===== src/rtl/trivium_pkg.sv =====
// Shared constants, tap positions and FSM state type for the Trivium keystream generator.
package trivium_pkg;

  localparam int unsigned STATE_W     = 288;
  localparam int unsigned KEY_W       = 80;
  localparam int unsigned IV_W        = 80;
  localparam int unsigned INIT_ROUNDS = 1152;

  // Taps are zero-based indices into s[287:0]; s[0] is the newest bit of segment A.
  localparam int unsigned T1_A = 65;
  localparam int unsigned T1_B = 90;
  localparam int unsigned T1_C = 91;
  localparam int unsigned T1_D = 92;
  localparam int unsigned T1_E = 170;

  localparam int unsigned T2_A = 161;
  localparam int unsigned T2_B = 174;
  localparam int unsigned T2_C = 175;
  localparam int unsigned T2_D = 176;
  localparam int unsigned T2_E = 263;

  localparam int unsigned T3_A = 242;
  localparam int unsigned T3_B = 285;
  localparam int unsigned T3_C = 286;
  localparam int unsigned T3_D = 287;
  localparam int unsigned T3_E = 68;

  typedef enum logic [1:0] {
    ST_IDLE,
    ST_INIT,
    ST_RUN
  } state_t;

  function automatic bit legal_width(input int unsigned w);
    return (w inside {1, 2, 4, 8, 16, 32, 64}) && ((INIT_ROUNDS % w) == 0);
  endfunction

endpackage


===== src/rtl/trivium_stream_if.sv =====
// Control and keystream handshake bundle between a consumer and trivium_stream.
interface trivium_stream_if #(
  parameter int unsigned W = 8
);

  logic                          START;
  logic [trivium_pkg::KEY_W-1:0] KEY;
  logic [trivium_pkg::IV_W-1:0]  IV;
  logic                          BUSY;
  logic                          KS_VALID;
  logic                          KS_READY;
  logic [W-1:0]                  KS;

  modport master (
    output START, KEY, IV, KS_READY,
    input  BUSY, KS_VALID, KS
  );

  modport slave (
    input  START, KEY, IV, KS_READY,
    output BUSY, KS_VALID, KS
  );

endinterface


===== src/rtl/trivium_round.sv =====
// One combinational Trivium round: next state plus the keystream bit of the incoming state.
module trivium_round
  import trivium_pkg::*;
(
  input  logic [STATE_W-1:0] i_s,
  output logic [STATE_W-1:0] o_s,
  output logic               o_z
);

  logic w_t1;
  logic w_t2;
  logic w_t3;

  assign w_t1 = i_s[T1_A] ^ (i_s[T1_B] & i_s[T1_C]) ^ i_s[T1_D] ^ i_s[T1_E];
  assign w_t2 = i_s[T2_A] ^ (i_s[T2_B] & i_s[T2_C]) ^ i_s[T2_D] ^ i_s[T2_E];
  assign w_t3 = i_s[T3_A] ^ (i_s[T3_B] & i_s[T3_C]) ^ i_s[T3_D] ^ i_s[T3_E];

  assign o_z = i_s[T1_A] ^ i_s[T1_D] ^ i_s[T2_A] ^ i_s[T2_D] ^ i_s[T3_A] ^ i_s[T3_D];

  // Each segment shifts toward its high end; the feedback bit enters at the segment's low end.
  assign o_s = {i_s[286:177], w_t2, i_s[175:93], w_t1, i_s[91:0], w_t3};

endmodule


===== src/rtl/trivium_stream.sv =====
// Trivium keystream generator: key/IV load, 1152-round warm-up, then W bits per handshake.
module trivium_stream
  import trivium_pkg::*;
#(
  parameter int unsigned W = 8
) (
  input  logic              CLK,
  input  logic              RST,
  trivium_stream_if.slave   bus
);

  localparam int unsigned ADV   = INIT_ROUNDS / W;
  localparam int unsigned CNT_W = $clog2(ADV + 1);

  if (!legal_width(W)) begin : g_bad_w
    $error("trivium_stream: W must be one of 1,2,4,8,16,32,64");
  end

  state_t             r_state;
  state_t             w_next_state;
  logic [STATE_W-1:0] r_s;
  logic [CNT_W-1:0]   r_cnt;
  logic [STATE_W-1:0] w_load_val;
  logic [STATE_W-1:0] w_adv_s;
  logic [W-1:0]       w_z;
  logic               w_load;
  logic               w_advance;
  logic               w_busy;
  logic               w_valid;

  for (genvar g = 0; g < W; g++) begin : g_rnd
    logic [STATE_W-1:0] w_in;
    logic [STATE_W-1:0] w_out;
    if (g == 0) begin : g_first
      assign w_in = r_s;
    end else begin : g_link
      assign w_in = g_rnd[g-1].w_out;
    end
    trivium_round u_round (
      .i_s (w_in),
      .o_s (w_out),
      .o_z (w_z[g])
    );
  end

  assign w_adv_s    = g_rnd[W-1].w_out;
  assign w_load_val = {3'b111, 108'd0, 4'd0, bus.IV, 13'd0, bus.KEY};

  always_comb begin
    w_next_state = r_state;
    w_load       = 1'b0;
    w_advance    = 1'b0;
    w_busy       = 1'b0;
    w_valid      = 1'b0;
    unique case (r_state)
      ST_IDLE: begin
        if (bus.START) begin
          w_load       = 1'b1;
          w_next_state = ST_INIT;
        end
      end
      ST_INIT: begin
        w_busy = 1'b1;
        if (bus.START) begin
          w_load       = 1'b1;
          w_next_state = ST_INIT;
        end else begin
          w_advance = 1'b1;
          if (r_cnt == CNT_W'(ADV - 1)) w_next_state = ST_RUN;
        end
      end
      ST_RUN: begin
        w_valid = 1'b1;
        // A restart wins over a same-cycle handshake; the pending word is dropped.
        if (bus.START) begin
          w_load       = 1'b1;
          w_next_state = ST_INIT;
        end else if (bus.KS_READY) begin
          w_advance = 1'b1;
        end
      end
      default: w_next_state = ST_IDLE;
    endcase
  end

  always_ff @(posedge CLK or posedge RST) begin
    if (RST) begin
      r_state <= ST_IDLE;
    end else begin
      r_state <= w_next_state;
    end
  end

  always_ff @(posedge CLK or posedge RST) begin
    if (RST) begin
      r_s <= '0;
    end else if (w_load) begin
      r_s <= w_load_val;
    end else if (w_advance) begin
      r_s <= w_adv_s;
    end
  end

  always_ff @(posedge CLK or posedge RST) begin
    if (RST) begin
      r_cnt <= '0;
    end else if (w_load) begin
      r_cnt <= '0;
    end else if (w_advance && (r_state == ST_INIT)) begin
      r_cnt <= r_cnt + CNT_W'(1);
    end
  end

  assign bus.BUSY     = w_busy;
  assign bus.KS_VALID = w_valid;
  assign bus.KS       = w_z;

endmodule

===== src/flat_wrapper.sv =====
// flat-port wrapper written by rule: the top's interface ports become plain ports
module trivium_stream_flat import trivium_pkg::*;
#(
  parameter int unsigned W = 8
)
  (CLK, RST, bus_START, bus_KEY, bus_IV, bus_KS_READY, bus_BUSY, bus_KS_VALID, bus_KS);
  trivium_stream_if #(.W(W)) bus_i ();
  input  logic CLK;
  input  logic RST;
  input wire logic [$bits(bus_i.START)-1:0] bus_START;
  input wire logic [$bits(bus_i.KEY)-1:0] bus_KEY;
  input wire logic [$bits(bus_i.IV)-1:0] bus_IV;
  input wire logic [$bits(bus_i.KS_READY)-1:0] bus_KS_READY;
  output wire logic [$bits(bus_i.BUSY)-1:0] bus_BUSY;
  output wire logic [$bits(bus_i.KS_VALID)-1:0] bus_KS_VALID;
  output wire logic [$bits(bus_i.KS)-1:0] bus_KS;
  assign bus_i.START = bus_START;
  assign bus_i.KEY = bus_KEY;
  assign bus_i.IV = bus_IV;
  assign bus_i.KS_READY = bus_KS_READY;
  assign bus_BUSY = bus_i.BUSY;
  assign bus_KS_VALID = bus_i.KS_VALID;
  assign bus_KS = bus_i.KS;
  trivium_stream #(.W(W)) u_core (.CLK(CLK), .RST(RST), .bus(bus_i));
endmodule

===== config.mk =====
export PLATFORM = sky130hd
export DESIGN_NAME = trivium_stream_flat
export DESIGN_NICKNAME = d
export VERILOG_FILES = /design/src/rtl/trivium_pkg.sv /design/src/rtl/trivium_stream_if.sv /design/src/rtl/trivium_round.sv /design/src/rtl/trivium_stream.sv /design/src/flat_wrapper.sv
export SDC_FILE = /design/constraint.sdc
export NUM_CORES = 1
export LEC_CHECK = 0
export CELL_PAD_IN_SITES_DETAIL_PLACEMENT = 1
export CELL_PAD_IN_SITES_GLOBAL_PLACEMENT = 1
export CORE_MARGIN = 2
export CORE_UTILIZATION = 35
export DETAILED_ROUTE_END_ITERATION = 8
export DONT_BUFFER_PORTS = 1
export GPL_ROUTABILITY_DRIVEN = 0
export GPL_TIMING_DRIVEN = 0
export PLACE_DENSITY = 0.72
export SETUP_SLACK_MARGIN = 0.5
export SYNTH_ARGS = -nofsm -noshare
export SYNTH_HDL_FRONTEND = slang
export SYNTH_SLANG_ARGS = --single-unit

===== constraint.sdc =====
create_clock -name CLK -period 14.8 [get_ports CLK]
set_input_delay 2.96 -clock CLK [delete_from_list [all_inputs] [get_ports CLK]]
set_output_delay 2.96 -clock CLK [all_outputs]
set_load 0.02 [all_outputs]

==> results.md <==
Routing:
- The routed wire length is 42.10 mm.
- The detailed router's first-iteration violation count is 777.
- Across all layers, the routed design uses 10550 vias.
- The detailed-route wire length per cell is 21.03 um.
- The vias per cell is 5.269.
- In this run the remaining antenna-violating nets after routing total 0.
- The first detailed-routing pass ran for 5 iterations.
- The final routed DRC violation total is 0.

Global route:
- The met2 demand-to-capacity share in global routing is 34.50%.
- The met1 track utilization from global routing is 28.31%.
- The number of antenna violations at the first check in global routing is 0.
- Entering global routing, the biggest net connects 119 pins.
- The number of global-route vias before repair is 11390.
- The first global-routing pass estimated 66.17 mm of wire.
- In the global route stage, overall resource usage came out at 21.77%.
- met2 is the most crowded layer.
- For this run the aggregate overflow at the end of global routing stands at 0.
- For this run, global-route usage on met3 was measured as 6.552%.

Floorplanning:
- The starting density of the core is 35.60%.
- The die is 200.0 um tall.
- The floorplan step set the die width to 200.0 um.
- 174 I/O pins were placed.
- The number of cell rows is 71.
- The total area inside the core boundary comes to 37760 um2.
- The area enclosed by the die boundary is 39990 um2.

Synth:
- The combined area of all synthesized cells is 13440 um2.
- The count of yosys warnings during synthesis is 0.
- The share of flip-flops with an asynchronous set or reset is 100.0%.
- Ranked by total cell area, the synthesized netlist is headed by sky130_fd_sc_hd__dfrtp_1 (55%), sky130_fd_sc_hd__nand2_1 (15%), sky130_fd_sc_hd__a22oi_1 (8.0%).
- The synthesized netlist net count is 1598.
- The largest area contributor in the netlist is sky130_fd_sc_hd__dfrtp_1.
- A synthesized cell averages 9.420 um2.
- Sequential elements use 55.48% of the synthesized area.
- Synthesis produced a netlist whose cell count is 1427.
- In this run, synthesis produced a sequential element count of 298.
- The top cell type by area accounts for 55.48% of the synthesized area.
- In the synthesized netlist the dominant register cell turns out to be sky130_fd_sc_hd__dfrtp_1.
- Counting distinct cell types in the post-synthesis netlist gives 39.
- Counting flops with a built-in enable in the synthesized netlist gives 0.

Clocking:
- After clock tree synthesis, the clock-pin slew on the worst setup and hold paths is 60 ps.
- The tree is rooted in a sky130_fd_sc_hd__clkbuf_16.
- TritonCTS created 36 clock buffers.
- The hold buffer count at cts is 0.
- The quantity of gates resized following cts is 0.
- Once the clock tree was built, the setup fixing pass inserted 0 buffers.
- The source-to-sink clock delay at the later pin of the worst-skew pair is 540 ps.
- The CTS H-tree depth is 2.
- TritonCTS built the clock tree.
- No sink is reached through more buffers than the 3 on the longest clock path.
- The clock sink count is 298.

Pwr:
- The leakage dissipation is 0.007327 uW.
- The part of the power in the clock network is 26.1%.
- The fraction of power consumed by sequential logic is 37.7%.
- The total internal power is 2071 uW.
- The power per unit of standard cell area is 226.5 nW/um2.
- The peak ir drop on the vdd network is 0.09354 mV.
- Net switching is 40.46% of the power.
- The total net switching power is 1407 uW.
- The share of total power dissipated in combinational logic is 36.2%.

Place:
- The detailed placer's ending HPWL is 30.24 mm.
- After detailed placement, the total cell area comes to 14140 um2.
- The count of buffers added on input and output ports is 0.
- The worst slack at placement is 9881 ps.

Setup path:
- The worst path required time is 11840 ps.
- The kind of critical path is reg2out.
- The worst setup path is launched from a flip-flop.
- In this design, the critical path's most frequently occurring cell is sky130_fd_sc_hd__xnor2_1.
- Along the worst path, the maximum fanout reaches 4.
- The endpoint of the most critical register-to-register path is u_core.g_rnd[0].w_in[241].
- The reg2reg setup slack is 11810 ps.
- For the worst flop-to-flop path, the logic depth is 7.
- The capturing element type of the critical path is an output pin.
- The cell family with the largest share of critical-path delay is XOR/XNOR gates.
- The number of buffers and inverters on the critical path is 1.
- Traced cell by cell, the critical path runs through xnor2_1 -> xor2_1 -> xnor2_1 -> buf_4.
- Among all stages on the critical path, the largest delay is contributed by sky130_fd_sc_hd__dfrtp_1.
- The worst reg2reg path startpoint is u_core.r_state[0].
- STA puts the critical path data arrival time at 2300 ps.
- The delay of the slowest critical-path stage is 520 ps.

Final layout:
- The top cell types in the final layout, fill and taps aside, are sky130_fd_sc_hd__nand2_1 (555), sky130_fd_sc_hd__dfrtp_1 (298), sky130_fd_sc_hd__a22oi_1 (143).
- Leaving out fill and tap cells, the most frequent cell in the layout is sky130_fd_sc_hd__nand2_1.
- The fill cell total of the finished layout is 4315.
- 0 antenna diodes ended up in the layout.
- For this run, the share of the core covered by cells in the final layout is 40.67%.
- The fraction of layout instances using a drive strength above 1 is 10.87%.
- Once layout is done, the placed cells without fillers occupy 15360 um2.
- The synthesis-to-layout area growth is 14.24%.
- The final layout net count is 1638.

Flow run:
- Across the run, the number of max-cap violations was 0.

STA:
- The post-layout minimum cycle time is 5258 ps.
- Adding up every negative setup slack in the final design gives 0 ps.
- The setup-violating endpoint count in the final report is 0.
- The worst path uses 35.53% of the clock period.
- The worst-case headroom to the max-slew limit is 43.58%.
- The actual transition at the worst max-transition pin is 846.4 ps.
- For the final database, setup skew stands at 17.10 ps.
- The count of pins over their slew limit came to 0.
- The total count of hold-check failures in the final report was 0.
- Setup slack closes at 9542 ps.
- Setup repair after global routing left no endpoint under its margin.
- Derived from the worst setup path, the maximum achievable clock frequency is 0.1902 GHz.

Min path:
- Counting instances, the worst hold path has a depth of 2.
- The worst hold path class is reg2reg.
- The worst hold path begins at u_core.g_rnd[0].w_in[204].
- The endpoint with the worst hold slack is u_core.g_rnd[0].w_in[212].

Run status:
- The run finished with clean final reports.
-- synth_stat cells (2+ instances only) --
| cell type | count |
|---|---|
| sky130_fd_sc_hd__nand2_1 | 555 |
| sky130_fd_sc_hd__dfrtp_1 | 298 |
| sky130_fd_sc_hd__a22oi_1 | 143 |
| sky130_fd_sc_hd__nand3_1 | 79 |
| sky130_fd_sc_hd__xnor2_1 | 63 |
| sky130_fd_sc_hd__buf_2 | 48 |
| sky130_fd_sc_hd__o21ai_0 | 43 |
| sky130_fd_sc_hd__nand3_2 | 30 |
| sky130_fd_sc_hd__xor2_1 | 30 |
| sky130_fd_sc_hd__clkbuf_1 | 22 |
| sky130_fd_sc_hd__nor2_1 | 18 |
| sky130_fd_sc_hd__buf_1 | 16 |
| sky130_fd_sc_hd__buf_4 | 12 |
| sky130_fd_sc_hd__o211ai_1 | 11 |
| sky130_fd_sc_hd__buf_6 | 9 |
| sky130_fd_sc_hd__ha_1 | 7 |
| sky130_fd_sc_hd__nor3_1 | 5 |
| sky130_fd_sc_hd__o22ai_1 | 5 |
| sky130_fd_sc_hd__inv_1 | 4 |
| sky130_fd_sc_hd__a22o_1 | 3 |
| sky130_fd_sc_hd__nor4_1 | 3 |
| sky130_fd_sc_hd__a21o_1 | 2 |
| sky130_fd_sc_hd__a21oi_1 | 2 |
| sky130_fd_sc_hd__nand2b_1 | 2 |
| sky130_fd_sc_hd__nand4_1 | 2 |
| sky130_fd_sc_hd__o21ai_1 | 2 |
-- state kept, by name (all words and copies together), names as in the netlist --
register / cells
u_core.r_cnt: 8
u_core.g_rnd.w_in: 288
u_core.r_state: 2
-- tightest hold or removal path: stages (launching register included) --
cell and delay, ps:
sky130_fd_sc_hd__dfrtp_1 340, sky130_fd_sc_hd__nand2_1 50, sky130_fd_sc_hd__nand2_1 50
-- layer usage --
| layer | wire (um) | up-vias |
|---|---|---|
| met3 | 3548 | 74 |
| li1 | - | 4836 |
| met1 | 18070 | 5330 |
| met2 | 19090 | 308 |
| met4 | 1398 | 0 |
| met5 | 0 | - |
-- how the worst max path moves through the flow --
stage | startpoint | end | slack [ps] | cells past startpoint
floorplan | RST | u_core.g_rnd[0].w_in[0] | 3610 | 1
global placement | RST | u_core.g_rnd[0].w_in[125] | 150 | 1
detailed placement | bus_KS_READY | u_core.g_rnd[0].w_in[241] | 9880 | 5
CTS | u_core.g_rnd[0].w_in[61] | bus_KS[4] | 9560 | 4
global route | u_core.g_rnd[0].w_in[61] | bus_KS[4] | 9520 | 4
finish | u_core.g_rnd[0].w_in[61] | bus_KS[4] | 9540 | 4
-- layout make-up --
cell class	count	area (um2)	area share, %
clock buffer	51	1069	6.958
inverter	4	22.52	0.1467
timing repair buffer	2	55.05	0.3585
multi-input combinational	1018	5395	35.13
tap	511	639.4	4.164
buffer	107	574.3	3.740
sequential	298	7457	48.56
clock inverter	11	143.9	0.9370
-- through the flow --
| stage | power [uW] | hold WS (ps) | std cells |
|---|---|---|---|
| after floorplan | 2140 | 438.4 | 1427 |
| after global placement | 2534 | 448.0 | 1938 |
| after detailed placement | 2576 | 458.5 | 1940 |
| after CTS | 3505 | 462.4 | 2002 |
| after global routing | 3689 | 489.9 | 2002 |
| final | 3478 | 468.8 | 2002 |
-- cell families after synthesis --
logic type	share of synthesized area [%]
xor+xnor	6.060
buf+inv	4.384
flops	55.48
simple gates	22.14
mux	0.1582
fa+ha+maj	0.6516
compound gates	11.13
-- power by group through the flow --
stage	clock network (uW)	registers [uW]	logic, uW
after floorplan	0	1220	918
after CTS	927	1310	1270
after global routing	958	1340	1390
after detailed placement	0	1320	1260
after global placement	0	1310	1220
final	908	1310	1260
No activity file was read; power rests on OpenSTA's default activity.
